$ cat src/rtl/uart_rx_capture.sv
// uart_rx_capture: synthesizable 8N1 UART receiver feeding a byte FIFO.
// Optional macro UART_RX_PARITY_EN adds an even-parity bit between the data
// bits and the stop bit, and drives parity_err_o.
module uart_rx_capture #(
  parameter int unsigned CLK_FREQ_HZ = 25000000,
  parameter int unsigned BAUD_RATE   = 781250,
  parameter int unsigned FIFO_DEPTH  = 16
) (
  input  logic                        clk,
  input  logic                        rst_n,
  input  logic                        rx_i,
  input  logic                        rx_en_i,
  input  logic                        clear_i,
  output logic [7:0]                  data_o,
  output logic                        valid_o,
  input  logic                        ready_i,
  output logic [$clog2(FIFO_DEPTH):0] level_o,
  output logic                        frame_err_o,
  output logic                        overflow_o,
  output logic                        parity_err_o
);

  localparam int unsigned DIV   = CLK_FREQ_HZ / BAUD_RATE;
  localparam int unsigned CNT_W = $clog2(DIV);
  localparam int unsigned PTR_W = $clog2(FIFO_DEPTH);
  localparam int unsigned LVL_W = PTR_W + 1;

  localparam logic [CNT_W-1:0] CNT_HALF = CNT_W'(DIV / 2 - 1);
  localparam logic [CNT_W-1:0] CNT_LAST = CNT_W'(DIV - 1);
  localparam logic [LVL_W-1:0] LVL_FULL = LVL_W'(FIFO_DEPTH);

  typedef enum logic [2:0] {
    S_IDLE,
    S_START,
    S_DATA,
`ifdef UART_RX_PARITY_EN
    S_PARITY,
`endif
    S_STOP,
    S_BREAK
  } state_t;

  state_t           state, state_n;
  logic [CNT_W-1:0] cnt, cnt_n;
  logic [2:0]       bidx, bidx_n;
  logic [7:0]       shreg, shreg_n;
  logic             push, ferr_n, perr_n;

  logic sync1, rx_s, rx_prev;
  logic fall;

  logic [7:0]       mem [FIFO_DEPTH];
  logic [PTR_W-1:0] wr_ptr, rd_ptr;
  logic             full, do_push, do_pop, drop;

  // Two-flop synchronizer plus one history flop for falling-edge detection.
  always_ff @(posedge clk or negedge rst_n) begin
    if (!rst_n) begin
      sync1   <= 1'b1;
      rx_s    <= 1'b1;
      rx_prev <= 1'b1;
    end else begin
      sync1   <= rx_i;
      rx_s    <= sync1;
      rx_prev <= rx_s;
    end
  end

  assign fall = rx_prev & ~rx_s;

  // Receiver state register, bit timing and shift register.
  always_ff @(posedge clk or negedge rst_n) begin
    if (!rst_n) begin
      state       <= S_IDLE;
      cnt         <= '0;
      bidx        <= '0;
      shreg       <= '0;
      frame_err_o <= 1'b0;
    end else begin
      state       <= state_n;
      cnt         <= cnt_n;
      bidx        <= bidx_n;
      shreg       <= shreg_n;
      frame_err_o <= ferr_n;
    end
  end

  // Next-state logic; the counter free-runs and each state resets it on its sample point.
  always_comb begin
    state_n = state;
    cnt_n   = cnt + CNT_W'(1);
    bidx_n  = bidx;
    shreg_n = shreg;
    push    = 1'b0;
    ferr_n  = 1'b0;
    perr_n  = 1'b0;
    case (state)
      S_IDLE: begin
        cnt_n = '0;
        if (fall && rx_en_i) state_n = S_START;
      end
      S_START: begin
        if (cnt == CNT_HALF) begin
          cnt_n   = '0;
          bidx_n  = '0;
          state_n = rx_s ? S_IDLE : S_DATA;
        end
      end
      S_DATA: begin
        if (cnt == CNT_LAST) begin
          cnt_n   = '0;
          shreg_n = {rx_s, shreg[7:1]};
          bidx_n  = bidx + 3'd1;
`ifdef UART_RX_PARITY_EN
          if (bidx == 3'd7) state_n = S_PARITY;
`else
          if (bidx == 3'd7) state_n = S_STOP;
`endif
        end
      end
`ifdef UART_RX_PARITY_EN
      S_PARITY: begin
        if (cnt == CNT_LAST) begin
          cnt_n   = '0;
          perr_n  = (^shreg) ^ rx_s;
          state_n = S_STOP;
        end
      end
`endif
      S_STOP: begin
        if (cnt == CNT_LAST) begin
          cnt_n = '0;
          if (rx_s) begin
            push    = 1'b1;
            state_n = S_IDLE;
          end else begin
            ferr_n  = 1'b1;
            state_n = S_BREAK;
          end
        end
      end
      S_BREAK: begin
        cnt_n = '0;
        if (rx_s) state_n = S_IDLE;
      end
      default: state_n = S_IDLE;
    endcase
  end

`ifdef UART_RX_PARITY_EN
  // Registered parity-mismatch pulse.
  always_ff @(posedge clk or negedge rst_n) begin
    if (!rst_n) parity_err_o <= 1'b0;
    else        parity_err_o <= perr_n;
  end
`else
  assign parity_err_o = 1'b0;
`endif

  assign valid_o = (level_o != '0);
  assign full    = (level_o == LVL_FULL);
  assign do_pop  = valid_o & ready_i & ~clear_i;
  // A push into a full FIFO succeeds only when a pop frees a slot in the same cycle.
  assign do_push = push & ~clear_i & (~full | do_pop);
  assign drop    = push & ~clear_i & full & ~do_pop;
  assign data_o  = mem[rd_ptr];

  // FIFO pointers, occupancy and sticky overflow; clear beats any push.
  always_ff @(posedge clk or negedge rst_n) begin
    if (!rst_n) begin
      wr_ptr     <= '0;
      rd_ptr     <= '0;
      level_o    <= '0;
      overflow_o <= 1'b0;
    end else if (clear_i) begin
      wr_ptr     <= '0;
      rd_ptr     <= '0;
      level_o    <= '0;
      overflow_o <= 1'b0;
    end else begin
      if (do_push) wr_ptr <= wr_ptr + PTR_W'(1);
      if (do_pop)  rd_ptr <= rd_ptr + PTR_W'(1);
      if (do_push && !do_pop)      level_o <= level_o + LVL_W'(1);
      else if (!do_push && do_pop) level_o <= level_o - LVL_W'(1);
      if (drop) overflow_o <= 1'b1;
    end
  end

  // FIFO storage; reset so data_o reads 0 out of reset.
  always_ff @(posedge clk or negedge rst_n) begin
    if (!rst_n) begin
      for (int unsigned i = 0; i < FIFO_DEPTH; i++) mem[i] <= '0;
    end else if (do_push) begin
      mem[wr_ptr] <= shreg;
    end
  end

endmodule

$ cat config.mk
export PLATFORM = sky130hd
export DESIGN_NAME = uart_rx_capture
export DESIGN_NICKNAME = d
export VERILOG_FILES = /design/src/rtl/uart_rx_capture.sv
export SDC_FILE = /design/constraint.sdc
export NUM_CORES = 1
export LEC_CHECK = 0
export ABC_AREA = 1
export ABC_CLOCK_PERIOD_IN_PS = 7600
export CAP_MARGIN = 20
export CELL_PAD_IN_SITES_DETAIL_PLACEMENT = 1
export CELL_PAD_IN_SITES_GLOBAL_PLACEMENT = 1
export CORE_ASPECT_RATIO = 0.9
export CORE_MARGIN = 10
export CORE_UTILIZATION = 52
export CTS_CLUSTER_DIAMETER = 60
export DETAILED_ROUTE_END_ITERATION = 8
export PLACE_DENSITY = 0.95
export SETUP_SLACK_MARGIN = 0.3
export SLEW_MARGIN = 20
export SYNTH_ARGS = -nofsm -noshare
export SYNTH_HDL_FRONTEND = slang
export SYNTH_SLANG_ARGS = --single-unit
$ cat constraint.sdc
create_clock -name clk -period 7.6 [get_ports clk]
set_clock_uncertainty 0.15 [all_clocks]
set_input_delay 1.52 -clock clk [delete_from_list [all_inputs] [get_ports clk]]
set_output_delay 1.52 -clock clk [all_outputs]
set_load 0.005 [all_outputs]
==> summary.txt <==
Status
  – Run status: finished, final reports clean

Power and ir drop
  – Switching Share: 0.308
  – Pwr dens: ~260 nW/µm²
  – Switching power: roughly 0.00073 W
  – Leak: about 4.1 nW
  – Combinational fraction of design power: 0.207
  – Part of the total power dissipated in the clock network: 0.392
  – Sequential Power Share: 0.401
  – Peak VDD IR: roughly 0.21 mV
  – Pint: around 0.0016 W

Global routing
  – Initial antenna violation count: 0
  – Largest net degree at the start of global routing: between 100 and 150
  – Vias in the first global route: 7,234
  – Gr ovfl total: 0
  – First-pass GRT wire length: 40.7 mm
  – Total track usage: 0.236

Critical path
  – CP required: approximately 5.9 ns
  – CP arrival: between 3 and 4 ns
  – CP Capture Type: primary output
  – Crit path kind: reg2out
  – Worst reg2reg path endpoint: level_o[4]
  – R2r setup slk: ~4.5 ns
  – Reg-to-Reg Start: cnt[0]
  – Crit Path Max Fanout: 42
  – Critical Path Source Type: flip-flop
  – Worst reg2reg path depth: 17

Clock tree
  – CTS tree: built
  – Post-CTS Setup Repair Bufs: 0
  – Htree depth: 4
  – # hold bufs at CTS: 0
  – Sink Count: ~170
  – Worst-path clk slew: roughly 0.06 ns
  – Max Root-Sink Buffers: 2
  – Clk Latency, worst-skew pair: ~0.44 ns
  – Clock Root Buffer: clkbuf_16
  – Resize count post-CTS: 0
  – TritonCTS Buffers: 17

Finish
  – Design area: between 9000 and 10,000 µm²
  – Post-layout util: 0.584
  – Nets: between 900 and 1,000
  – Commonest non-fill, non-tap cell in the layout: nand2_1
  – Area Growth Syn to Fin: 9.60%
  – Antenna diodes: 0
  – Share of layout cells above drive strength 1: 0.155
  – Commonest non-fill, non-tap cells in the layout: nand2_1, dfrtp_1, nor2_1, o21ai_2, o21ai_0

Floorplan
  – Core Region: 15,500 µm²
  – IO Pins: 23
  – Die footprint: 21,300 µm²
  – Row count: 43
  – Die span in y: between 100 and 150 µm
  – Die X: 153 µm
  – Initial Utilization: 0.533

Place
  – RD Place Congestion: ~0.84
  – Post-place instance area: between 8000 and 9000 µm²
  – Number of port buffers: 21
  – Final HPWL DP: ~16 mm

Routing
  – Wirelength, routed: between 20 and 30 mm
  – Via count: about 7,000
  – Starting DRT DRC Count: 577
  – Drt first pass iters: 5
  – Vias per inst: 6.08
  – Post-route ant nets: 0
  – Wire per inst: between 20 and 25 µm
  – DRC Markers: 0

STA
  – TNS Setup: 0 ns
  – Fin. Hold Viols: 0
  – Max_slew headroom: 0.315
  – Final Max Slew Viols: 0
  – Worst slew pin tran: 1.03 ns
  – Setup violations, final: 0
  – Minimum clock period: roughly 4.8 ns
  – RSZ-0062 raised after global routing: false
  – Final Cycle Share: 0.638
  – Hold WS: 0.206 ns
  – Max Fclk: roughly 0.21 GHz

Min path
  – Hold_sp: sync1
  – Worst Hold Depth: 0
  – Worst Hold Path EP: rx_s
  – HP Class: reg2reg

Yosys
  – Post-Synthesis Cells: 913
  – Top-area cell type share of the netlist area: 0.491
  – Top FF cell, synth: dfrtp_1
  – Yosys top cell by area: dfrtp_1
  – Async S/R FF share, synth: 1.00
  – Cell Area, Synth: 8250 µm²
  – Register area share after synthesis: 0.501
  – Synthesized flop and latch total: about 170
  – Synthesized Nets: 935
  – Synth area leaders: dfrtp_1, nand2_1, o21ai_2
  – Synth warnings: 0
  – Syn avg cell area: approximately 9.0 µm²
  – EDFF count, synth: 0
  – Synth unique cells: 37

Flow run
  – Max_cap viols: 0
## layer usage
metal | track usage | share of wire | up-vias
li1 | - | - | 3019
met1 | 0.300 | 0.42 | 3458
met2 | 0.382 | 0.49 | 279
met3 | 0.0478 | 0.062 | 63
met4 | 0.100 | 0.028 | 0
met5 | 0 | 0 | -
## sequential cells by signal, summed over array words and instances (netlist names)
| register | cells |
|---|---|
| rx_s | 1 |
| overflow_o | 1 |
| level_o | 5 |
| frame_err_o | 1 |
| state | 3 |
| rx_prev | 1 |
| bidx | 3 |
| rd_ptr | 4 |
| shreg | 8 |
| wr_ptr | 4 |
| mem | 128 |
| cnt | 5 |
| sync1 | 1 |
## worst max-delay path: stages (launching register included)
cell             delay [ns]
dfrtp_2                0.40
inv_1                  0.26
buf_4                  0.47
nor2_1                 0.09
nor2_1                 0.14
o21ai_0                0.13
o211ai_1               0.17
o31ai_1                0.13
o21ai_0                0.35
clkdlybuf4s50_1        0.60
## synthesized netlist by cell type, types with 16 or more instances
library cell,instances
inv_1,57
nand2_1,230
buf_6,16
nand2_4,16
nand3_1,28
o21ai_1,61
o21ai_0,63
dfrtp_1,162
clkbuf_1,26
o21ai_2,67
nor2_1,69
a21oi_1,20
## through the flow
step                setup WS [ns]  total power (W)  instances
global placement             3.31          0.00141       1090
global route                 2.66          0.00247       1122
finish                       2.75          0.00237       1122
detailed placement           3.18          0.00144       1090
floorplan                    4.37          0.00124        913
CTS                          2.50          0.00237       1122
## worst max-delay path by stage
stage / depth (start not counted) / to / startpoint
floorplan: 13 / level_o[4] / clear_i
global placement: 8 / data_o[5] / rd_ptr[2]
detailed placement: 8 / data_o[5] / rd_ptr[2]
CTS: 8 / data_o[6] / rd_ptr[2]
global route: 9 / data_o[6] / rd_ptr[0]
finish: 9 / data_o[6] / rd_ptr[0]
## power groups by stage
stage / logic (W) / clock network, W / registers [W]
floorplan: 0.000295 / 0 / 0.000948
global placement: 0.000443 / 0 / 0.000965
detailed placement: 0.000472 / 0 / 0.000968
CTS: 0.000485 / 0.000933 / 0.000952
global route: 0.000536 / 0.000971 / 0.000958
finish: 0.000491 / 0.000931 / 0.000953
## kinds of logic after synthesis
group                      count (synthesis)  share of synthesized area
muxes                                      1                    0.00121
adders and majority gates                 16                     0.0252
and+or+nand+nor                          365                      0.206
buffers and inverters                    110                     0.0659
other                                      1                   0.000454
xor gates and xnor gates                   4                    0.00425
AOI/OAI and AO/OA                        251                      0.197
DFF                                      165                      0.501
## final cells by class
cell class	instances	area (µm²)
inverter	61	229
multi-input combinational	638	3580
clock buffer	22	464
sequential	165	4130
clock inverter	10	153
fill	1774	6450
tap	202	253
timing repair buffer	24	234
(Power assumes the default switching activity.)
